File: src/rtl/led_frame_streamer.sv
// led_frame_streamer: captures one frame of per-bin colors and LED counts,
// then streams exactly LEDS pixels over a valid/ready handshake.
// Bins are emitted in ascending order. The frame is padded with black when
// the counts fall short of LEDS, and truncated when they exceed it.
module led_frame_streamer #(
  parameter  int LEDS    = 50,
  parameter  int BIN_QTY = 12,
  localparam int CW      = $clog2(LEDS)
) (
  input  logic                         clk,
  input  logic                         rst,
  input  logic [BIN_QTY-1:0][23:0]     rgb,
  input  logic [BIN_QTY-1:0][CW-1:0]   LEDCounts,
  input  logic                         start,
  output logic [23:0]                  pixel_o,
  output logic                         pixel_v,
  input  logic                         pixel_ready,
  output logic                         pixel_last,
  output logic                         frame_done,
  output logic                         busy
);

  localparam int PW = $clog2(LEDS + 1);
  localparam int BW = (BIN_QTY > 1) ? $clog2(BIN_QTY) : 1;
  localparam logic [PW-1:0] LAST_IDX = PW'(LEDS - 1);

  typedef enum logic [1:0] {IDLE, STREAM, PAD, DONE} state_t;

  state_t                       state_q, state_d;
  logic [BIN_QTY-1:0][23:0]     rgb_q;
  logic [BIN_QTY-1:0][CW-1:0]   counts_q;
  logic [BW-1:0]                bin_q, bin_d;
  logic [CW-1:0]                rem_q, rem_d;
  logic [PW-1:0]                pix_q, pix_d;
  logic                         capture;
  logic                         accept;

  // Priority search: the lowest bin at or above 'from' that has a nonzero count.
  // The result is {found, index}.
  function automatic logic [BW:0] next_bin(input logic [BIN_QTY-1:0][CW-1:0] counts,
                                           input int from);
    logic          found;
    logic [BW-1:0] idx;
    found = 1'b0;
    idx   = '0;
    for (int i = BIN_QTY - 1; i >= 0; i--) begin
      if (i >= from && counts[i] != '0) begin
        found = 1'b1;
        idx   = BW'(i);
      end
    end
    return {found, idx};
  endfunction

  logic [BW:0] first_sel, next_sel;
  assign first_sel = next_bin(LEDCounts, 0);
  assign next_sel  = next_bin(counts_q, int'(bin_q) + 1);

  // Outputs are decoded from registered state, so an async reset clears them at once.
  assign pixel_v    = (state_q == STREAM) || (state_q == PAD);
  assign pixel_o    = (state_q == STREAM) ? rgb_q[bin_q] : 24'h000000;
  assign pixel_last = pixel_v && (pix_q == LAST_IDX);
  assign frame_done = (state_q == DONE);
  assign busy       = (state_q != IDLE);
  assign accept     = pixel_v && pixel_ready;

  // State register plus pixel bookkeeping.
  always_ff @(posedge clk or posedge rst) begin
    if (rst) begin
      state_q <= IDLE;
      bin_q   <= '0;
      rem_q   <= '0;
      pix_q   <= '0;
    end else begin
      // NOTE: use non-blocking assignments so every register samples pre-edge values.
      state_q <= state_d;
      bin_q   <= bin_d;
      rem_q   <= rem_d;
      pix_q   <= pix_d;
    end
  end

  // Frame capture. Inputs are sampled only when a start is taken in IDLE.
  always_ff @(posedge clk or posedge rst) begin
    if (rst) begin
      // NOTE: the captured frame is cleared on reset so that no stale colors survive it.
      rgb_q    <= '0;
      counts_q <= '0;
    end else if (capture) begin
      rgb_q    <= rgb;
      counts_q <= LEDCounts;
    end
  end

  // Next-state logic: bin walking without bubbles, padding, and truncation on the last pixel.
  always_comb begin
    // NOTE: defaults come first so that every path assigns every signal and no latch is inferred.
    state_d = state_q;
    bin_d   = bin_q;
    rem_d   = rem_q;
    pix_d   = pix_q;
    capture = 1'b0;
    unique case (state_q)
      IDLE: begin
        if (start) begin
          capture = 1'b1;
          pix_d   = '0;
          if (first_sel[BW]) begin
            state_d = STREAM;
            bin_d   = first_sel[BW-1:0];
            rem_d   = LEDCounts[first_sel[BW-1:0]];
          end else begin
            state_d = PAD;
            bin_d   = '0;
            rem_d   = '0;
          end
        end
      end
      STREAM: begin
        if (accept) begin
          pix_d = pix_q + 1'b1;
          if (pixel_last) begin
            state_d = DONE;
          end else if (rem_q == CW'(1)) begin
            if (next_sel[BW]) begin
              bin_d = next_sel[BW-1:0];
              rem_d = counts_q[next_sel[BW-1:0]];
            end else begin
              state_d = PAD;
              rem_d   = '0;
            end
          end else begin
            rem_d = rem_q - 1'b1;
          end
        end
      end
      PAD: begin
        if (accept) begin
          pix_d = pix_q + 1'b1;
          if (pixel_last) state_d = DONE;
        end
      end
      DONE:    state_d = IDLE;
      default: state_d = IDLE;
    endcase
  end

endmodule

File: config.mk
export PLATFORM = sky130hd
export DESIGN_NAME = led_frame_streamer
export DESIGN_NICKNAME = d
export VERILOG_FILES = /design/src/rtl/led_frame_streamer.sv
export SDC_FILE = /design/constraint.sdc
export NUM_CORES = 1
export LEC_CHECK = 0
export BUFFER_PORTS_ARGS = -buffer_cell sky130_fd_sc_hd__buf_4
export CORE_MARGIN = 1
export CORE_UTILIZATION = 29
export DETAILED_ROUTE_END_ITERATION = 10
export PLACE_DENSITY_LB_ADDON = 0.1
export SLEW_MARGIN = 20
export SYNTH_ARGS = -nofsm -noshare
export SYNTH_HDL_FRONTEND = slang
export SYNTH_SLANG_ARGS = --single-unit
File: constraint.sdc
create_clock -name clk -period 12.4 [get_ports clk]
set_input_delay 0.62 -clock clk [delete_from_list [all_inputs] [get_ports clk]]
set_output_delay 0.62 -clock clk [all_outputs]
set_load 0.05 [all_outputs]
* Word-level counts from Yosys, hierarchy flattened
Index checks and enable logic that the tools add are counted.
** Storage, ports and cells
- Bits in registers :: 378
- Latch bits :: 0
- RAM bits :: 0
- Bits in read-only memories :: 0
- Input bits :: 364
- Output and inout port bits :: 28
- Memories :: 0
** Cells by class
- $add $sub $neg :: 3
- Multiply operators :: 0
- Divide/modulo/power cells :: 0
- Order comparisons :: 15
- Equality and inequality tests :: 15
- Shift-type cells :: 0
- Multiplexer cells :: 83
- Bitwise operators :: 0
- Reductions and logical operators :: 48
** Operators with widths (number)
- $reduce_bool A6 Y1 :: 24
- $mux W4 :: 30
- $bmux W24 S4 :: 1
- $mux W6 :: 10
- $bmux W6 S4 :: 2
- $mux W24 :: 2
- $mux W1 :: 26
- $pmux W6 S2 :: 2
- $ge A3 B5 Y1 const A :: 4
- $ge A4 B5 Y1 const A :: 4
- $mux W2 :: 8
- $lt A4 B5 Y1 const B :: 3
- $logic_and A1 B1 Y1 :: 14
- $ne A2 B2 Y1 const B :: 6
- $reduce_and A6 Y1 :: 2
- $ge A1 B5 Y1 const A :: 2
- $ge A2 B5 Y1 const A :: 2
- $pmux W2 S4 :: 1
- $pmux W4 S2 :: 1
- $add A6 B1 Y6 const B :: 1
- $eq A6 B1 Y1 const B :: 1
- $eq A6 B6 Y1 const B :: 1
- $reduce_bool A2 Y1 :: 3
- $sub A6 B1 Y6 const B :: 1
- other kinds (11) :: 13

* Depth between registers and ports, before layout
Gate-level depths: netlist (run 1).
- Depth in word-level cells :: 22
- Depth in mapped cells :: 16
- Gate-level depth less buffers :: 11

* Worst setup path after synthesis (run 1)
Ideal clock, no wire load.
- Path kind :: register -> register
- From :: register bin_q[1]
- To :: register rem_q[1]
- Library setup time :: 0.086 ns
- Arrival time :: 4.248 ns
- Data required time :: 12.314 ns
- Slack :: 8.067 ns
- Cell stages (with the launch flop) :: 16
- Cells stage by stage :: dfrtp_1 -> buf_1 -> clkbuf_1 -> clkbuf_1 -> inv_1 -> ha_1 -> buf_4 -> inv_2 -> a21o_1 -> a2111o_1 -> a21o_1 -> a211oi_4 -> or4b_1 -> o221ai_1 -> o31ai_1 -> a32oi_1
** On the way
- Word-level cells in the longest chain between the ends :: 22
- Elaborated cells between the ends (all ways) :: 56
- Those cells by class :: add/sub: 1; order compare: 12; mux: 31; reduce/logical: 12
** Ends and longest elaborated chain
- start, declared :: RTL line 32 : logic [BW-1:0] bin_q, bin_d;
- start signal, assigned :: RTL line 77 : bin_q <= bin_d;
- $add A4 B1 Y5 (*) :: RTL line 57 : assign next_sel = next_bin(counts_q, int'(bin_q) + 1);
- $ge A4 B5 Y1 :: RTL line 47 : if (i >= from && counts[i] != '0) begin
- $logic_and A1 B1 Y1 :: RTL line 47
- $mux W4 (12 in a row) :: RTL line 47
- $bmux W6 S4 :: RTL line 127 : rem_d = counts_q[next_sel[BW-1:0]];
- $mux W6 (not written as such) :: RTL line 127
- $mux W6 (*) :: RTL line 125 : if (next_sel[BW]) begin
- $mux W6 (*) :: RTL line 124 : end else if (rem_q == CW'(1)) begin
- $mux W6 (*) :: RTL line 122 : if (pixel_last) begin
- $mux W6 (*) :: RTL line 120 : if (accept) begin
- $pmux W6 S2 (*) :: RTL line 103 : unique case (state_q)
- end signal, assigned :: RTL line 78 : rem_q <= rem_d;
- end, declared :: RTL line 33 : logic [CW-1:0] rem_q, rem_d;
Every way passes the cells marked *; elsewhere a longest branch is shown, timed or not. The select of a mux whose other input is x is not followed.
A chain may end at the register's enable or synchronous reset.

* Worst setup path after layout (run 1)
- From :: register bin_q[0]
- To :: register rem_q[1]
The elaborated chain is that of the path after synthesis.

==> flow_metrics.tcl, run 1 <==
set metrics [dict create \
    outcome "completed" \
    total_wirelength_of_the_detailed_routed_design_um 65100 \
    tightestPinTransition_ps 1000 \
    synthesis.instances 1408 \
    max_cap_violations 0 \
    cts.reportedPaths.clkPinSlew_ps 60 \
    netlist-cell-type-count 74 \
    route.detailed.vias_per_inst 5.03 \
    synth_top_cells_by_area "sky130_fd_sc_hd__dfrtp_1 (50%), sky130_fd_sc_hd__mux2_2 (22%), sky130_fd_sc_hd__mux4_2 (9.1%)" \
    worst_clock_skew_ps 21.9 \
    dp_hpwl_um 48200 \
    clock_insertion_delay_worst_skew_ps 600 \
    peakVddDrop_v 0.000129 \
    core.rowCount 93 \
    maxSlewViolCount 0 \
    total_placed_instance_area_um2 22900 \
    final_layout_size_suffix_gt1_share_pct 52.5 \
    timing.critical_path.to "rem_q[1]$_DFFE_PP0P_" \
    reg2reg_to "rem_q[1]$_DFFE_PP0P_" \
    number_of_buffers_added_on_ports 391 \
    post-synth-top-area-cell "sky130_fd_sc_hd__dfrtp_1" \
    layout_commonest_cell "sky130_fd_sc_hd__buf_4" \
    fin_util_pct 37.9 \
    crit_path_start "bin_q[0]$_DFFE_PP0P_" \
    timing.fmax_mhz 212 \
    fin_ws_ps 7680 \
    synthArstFlopShare_pct 100 \
    timing.max_slew.rel_slack_pct 33.1 \
    finalSetupViolCount 0 \
    antenna_left 0 \
    worstSetupPathType "register to register" \
    ff2ff_setup_slack_ps 7680 \
    ff2ff_path_depth 12 \
    yosys_warnings 0 \
    num_io_pins 392 \
    holdCritPathClass "input pin to asynchronous set/reset pin" \
    rsz0062_at_grt "false" \
    post-route-period-util_pct 38.1 \
    firstDrtPassIters 4 \
    placeableCoreArea_um2 64800 \
    synth_flop_cell "sky130_fd_sc_hd__dfrtp_1" \
    post_drt_wl_per_cell_um 24.3 \
    ctsHtreeMaxLevel 2 \
    layout.cells.most_common_list "sky130_fd_sc_hd__buf_4 (406), sky130_fd_sc_hd__dfrtp_1 (376), sky130_fd_sc_hd__mux2_2 (365)" \
    max_buffers_root_to_sink 3 \
    gr-total-overflow 0 \
    fin_tns_setup_ps 0 \
    post-route-cell-area_um2 24600 \
    rr_startpoint "bin_q[0]$_DFFE_PP0P_" \
    cp_data_required_time_ps 12910 \
    design_power_total_uw 6820 \
    area_growth_syn_to_layout_pct 28.8 \
    initial_util_pct 29.5 \
    crit_path_max_fanout 32 \
    dieHeight_um 259 \
    synthesis.area_per_instance_um2 13.6 \
    design.final.nets 2157 \
    synth.top_cell.area_share_pct 49.5 \
    fin_crit_ps 4720 \
    critical_path_arrival_ps 5230 \
    maximum_number_of_pins_on_one_net_before_global_route_repair 165 \
    cts-buffers-inserted 46 \
    drc 0 \
    post_cts_buffers 0 \
    gp_congestion 0.849 \
    numClockSinks 378 \
    final-hold-violation-count 0 \
    tritoncts "yes" \
    detailedPlace.worstSlack_ps 7660 \
    drc_marker_count_from_the_first_detailed_route_iteration 700 \
    grt_antenna_before_repair 17 \
    yosys_register_bits 378 \
    mappedNetlistArea_um2 19100 \
    grt_usage_pct 19.4 \
    synth_enable_flop_cells 0 \
    floorplan.die_area_um2 66900 \
    clock_root_buffer_master "sky130_fd_sc_hd__clkbuf_16" \
    first_global_vias 14400 \
    critical_path.startpoint_type "register" \
    net_count_after_synthesis 1783 \
    cts-resized-gates 0 \
    synth_sequential_area_ratio_pct 49.5 \
    total_leakage_power_uw 0.0108 \
    cts.hold.buffers_added 0 \
    end_kind "register" \
    powerDensity_nw_per_um2 277 \
    die-width_um 259 \
    grt_first_pass_wirelength_um 96000 \
    dr_total_vias 13500 \
]
cells by family (layout without fill, tap and decap cells):
group / Yosys count / count (layout) / share of synthesized area (%)
multiplexers: 520 / 520 / 34.7
flip-flops: 378 / 378 / 49.5
AND/OR/NAND/NOR: 203 / 203 / 5.75
AO/OA/AOI/OAI: 169 / 169 / 6.43
buffers and inverters: 119 / 529 / 2.48
adder cells (fa/ha/maj): 11 / 11 / 0.721
XOR/XNOR: 8 / 8 / 0.367
other: 0 / 8 / 0
Yosys cell counts, types with 8 or more instances:
cell type                  instances
sky130_fd_sc_hd__dfrtp_1         378
sky130_fd_sc_hd__mux2_2          365
sky130_fd_sc_hd__mux4_2           77
sky130_fd_sc_hd__mux2i_1          76
sky130_fd_sc_hd__clkbuf_1         58
sky130_fd_sc_hd__nor2_1           51
sky130_fd_sc_hd__nand2_1          36
sky130_fd_sc_hd__inv_1            34
sky130_fd_sc_hd__o22ai_1          33
sky130_fd_sc_hd__and2_1           29
sky130_fd_sc_hd__o21ai_0          23
sky130_fd_sc_hd__a21oi_1          22
sky130_fd_sc_hd__nor4_1           18
sky130_fd_sc_hd__a211oi_1         16
sky130_fd_sc_hd__buf_1            12
sky130_fd_sc_hd__ha_1             11
sky130_fd_sc_hd__buf_2             9
sky130_fd_sc_hd__nand3_1           9
sky130_fd_sc_hd__nand4_1           9
sky130_fd_sc_hd__o221ai_1          8
worst min-delay path by stage:
stage                              to  slack (ps)  cells after the start
2_1_floorplan  rgb_q[120]$_DFFE_PP0P_         470                      1
6_report       rgb_q[270]$_DFFE_PP0P_         190                      2
3_5_place_dp   rgb_q[252]$_DFFE_PP0P_         490                      1
5_1_grt        rgb_q[156]$_DFFE_PP0P_         220                      2
4_1_cts        rgb_q[195]$_DFFE_PP0P_         200                      2
3_3_place_gp   rgb_q[127]$_DFFE_PP0P_         480                      1
report_power, final:
part / internal [uW] / switching (uW)
logic: 1540 / 1500
clock network: 878 / 565
registers: 1870 / 471
total: 4280 / 2530
routing by layer:
| metal | vias to the layer above | wire, um | global-route usage [%] |
|---|---|---|---|
| li1 | 6080 | - | - |
| met1 | 6925 | 28200 | 25.4 |
| met2 | 345 | 30200 | 30.1 |
| met3 | 101 | 5200 | 6.77 |
| met4 | 22 | 1300 | 5.42 |
| met5 | - | 163 | 0 |
metrics by stage:
stage               hold WS [ps]  std cells
global placement             482       2589
CTS                          200       2673
detailed placement           487       2589
floorplan                    474       1408
global route                 221       2677
finish                       188       2681
critical path: stages (launching register included):
cell                       delay (ps)
sky130_fd_sc_hd__dfrtp_4          770
sky130_fd_sc_hd__buf_4            600
sky130_fd_sc_hd__ha_1             520
sky130_fd_sc_hd__nand2b_1         240
sky130_fd_sc_hd__o22ai_1          130
sky130_fd_sc_hd__a2111o_1         390
sky130_fd_sc_hd__a21o_1           210
sky130_fd_sc_hd__a211oi_4         230
sky130_fd_sc_hd__buf_4            370
sky130_fd_sc_hd__or4b_1           570
sky130_fd_sc_hd__o221ai_1         240
sky130_fd_sc_hd__o31ai_1          120
sky130_fd_sc_hd__a32oi_1          190
area by class of cell:
class | count | area (um2)
inverter | 36 | 143
timing repair buffer | 409 | 3090
fill | 6255 | 40200
sequential | 378 | 9470
antenna | 8 | 20.0
tap | 855 | 1070
clock buffer | 66 | 1340
clock inverter | 18 | 287
multi-input combinational | 911 | 9180
sequential cells by signal, indices dropped and copies added (netlist names):
| register | cells |
|---|---|
| counts_q | 72 |
| bin_q | 4 |
| pix_q | 6 |
| rem_q | 6 |
| state_q | 2 |
| rgb_q | 288 |
Power figures use the tool's default switching activity.
==> run 2: changes to the inputs <==
==> constraint.sdc (replaced) <==
create_clock -name clk -period 4.5 [get_ports clk]
set_input_delay 0.225 -clock clk [delete_from_list [all_inputs] [get_ports clk]]
set_output_delay 0.225 -clock clk [all_outputs]
set_load 0.05 [all_outputs]
==> flow_metrics.tcl, run 2 (synthesis gave the netlist of run 1 again) <==
set metrics [dict create \
    design.final.nets 2524 \
    dieHeight_um 259 \
    cts-resized-gates 0 \
    finalSetupViolCount 0 \
    placeableCoreArea_um2 64800 \
    number_of_buffers_added_on_ports 391 \
    largest_register_ffs 288 \
    num_io_pins 392 \
    area_growth_syn_to_layout_pct 47.6 \
    route.detailed.vias_per_inst 4.86 \
    grt_antenna_before_repair 13 \
    die-width_um 259 \
    worst_clock_skew_ps 16.0 \
    max_cap_violations 0 \
    gr-total-overflow 0 \
    rr_startpoint "bin_q[0]$_DFFE_PP0P_" \
    cts-buffers-inserted 48 \
    max_buffers_root_to_sink 3 \
    dr_total_vias 14800 \
    worstSetupPathType "register to output port" \
    grt_first_pass_wirelength_um 101000 \
    maximum_number_of_pins_on_one_net_before_global_route_repair 133 \
    tritoncts "yes" \
    outcome "completed" \
    layout_commonest_cell "sky130_fd_sc_hd__buf_4" \
    clock_insertion_delay_worst_skew_ps 580 \
    largest-register "rgb_q" \
    peakVddDrop_v 0.000344 \
    total_leakage_power_uw 0.0122 \
    post-route-period-util_pct 85.9 \
    tightestPinTransition_ps 994 \
    numClockSinks 378 \
    post_drt_wl_per_cell_um 22.0 \
    final-hold-violation-count 0 \
    hold_path.startpoint "start" \
    ff2ff_path_depth 11 \
    placed_cells 2593 \
    timing.max_slew.rel_slack_pct 33.6 \
    cts.hold.buffers_added 361 \
    worst_hold_path.endpoint "pix_q[1]$_DFFE_PP0P_" \
    holdCritPathClass "input pin to register" \
    grt_usage_pct 20.0 \
    fillers 6093 \
    fin_crit_ps 3870 \
    post_cts_buffers 0 \
    path_cells "buf_4 -> buf_4 -> mux4_2 -> mux2i_1 -> o22ai_1 -> and2_1 -> buf_4" \
    drc_marker_count_from_the_first_detailed_route_iteration 783 \
    critical_path_arrival_ps 3640 \
    first_global_vias 16200 \
    clock_root_buffer_master "sky130_fd_sc_hd__clkbuf_16" \
    ctsHtreeMaxLevel 2 \
    dp_hpwl_um 48400 \
    cts.reportedPaths.clkPinSlew_ps 50 \
    largest_registers "rgb_q (288), counts_q (72)" \
    rsz0062_at_grt "false" \
    cell_with_the_largest_stage_delay_on_the_worst_path "sky130_fd_sc_hd__buf_4" \
    initial_util_pct 29.5 \
    core.rowCount 93 \
    firstDrtPassIters 4 \
    critical-path-top-cell-by-count "sky130_fd_sc_hd__buf_4" \
    reg2reg_to "rem_q[2]$_DFFE_PP0P_" \
    maxSlewViolCount 0 \
    fin_tns_setup_ps 0 \
    ff2ff_setup_slack_ps 840 \
    powerDensity_nw_per_um2 671 \
    crit_path_max_fanout 44 \
    worst_hold_path.num_cells 3 \
    drc 0 \
    critical_path.startpoint_type "register" \
    antenna_left 0 \
    layoutNonFillerInstCount 3044 \
    total_wirelength_of_the_detailed_routed_design_um 67000 \
    cp_data_required_time_ps 4280 \
    gp_congestion 0.857 \
    timing.critical_path.slowest_cell_delay_ps 790 \
    timing.fmax_mhz 259 \
    end_kind "output port" \
    layout.cells.most_common_list "sky130_fd_sc_hd__buf_4 (407), sky130_fd_sc_hd__dfrtp_1 (376), sky130_fd_sc_hd__mux2_2 (365)" \
    fin_util_pct 43.5 \
    floorplan.die_area_um2 66900 \
    final_layout_size_suffix_gt1_share_pct 43.5 \
]
-- run 2: cell count changes in the layout (fill, tap and decap cells not counted), sizes merged, moves of 2 or more --
cell         delta
dlygate4sd3   +361
clkbuf          +6
clkinv          -6
buf             +4
bufinv          -3
diode           +2
-- run 2: per-stage QoR --
stage | setup slack [ps] | power (uW) | cell area (um2) | hold WS [ps]
6_report | 635 | 18900 | 28200 | 24.6
3_5_place_dp | 847 | 15000 | 23000 | 182
4_1_cts | 566 | 19100 | 28200 | 0.786
2_1_floorplan | -803 | 12200 | 19100 | 376
3_3_place_gp | 903 | 14800 | 23000 | 178
5_1_grt | 452 | 20100 | 28200 | 27.1
-- run 2: critical path, delay by kind of cell, from the launching register on --
kind,cells,cell delay (ps)
AOI/OAI and AO/OA,1,140
and+or+nand+nor,1,190
DFF,1,440
muxes,2,780
buffers and inverters,3,1470
-- run 2: routing by layer --
| metal | GRT usage [%] | wire length, um |
|---|---|---|
| met5 | 0 | 62 |
| met3 | 4.15 | 3450 |
| met2 | 31.6 | 31000 |
| met4 | 5.41 | 1390 |
| met1 | 27.8 | 31000 |
-- run 2: layout make-up --
cell class | count | area (um2) | area share [%]
Sequential cell | 378 | 9470 | 33.6
Inverter | 36 | 139 | 0.493
Antenna cell | 10 | 25.0 | 0.0888
Clock inverter | 8 | 123 | 0.435
Tap cell | 855 | 1070 | 3.80
Timing Repair Buffer | 774 | 6790 | 24.1
Clock buffer | 72 | 1390 | 4.94
Multi-Input combinational cell | 911 | 9180 | 32.6
-- run 2: power by group --
group / switching, uW / internal (uW)
clock: 1500 / 2290
sequential: 1170 / 5160
combinational: 4340 / 4460
-- run 2: how the worst max path moves through the flow --
stage	start	to	slack, ps
floorplan	rst	bin_q[0]$_DFFE_PP0P_	-800
global placement	bin_q[0]$_DFFE_PP0P_	rem_q[0]$_DFFE_PP0P_	900
detailed placement	bin_q[0]$_DFFE_PP0P_	rem_q[2]$_DFFE_PP0P_	850
CTS	bin_q[1]$_DFFE_PP0P_	pixel_o[6]	570
global route	bin_q[1]$_DFFE_PP0P_	pixel_o[19]	450
finish	bin_q[1]$_DFFE_PP0P_	pixel_o[14]	630
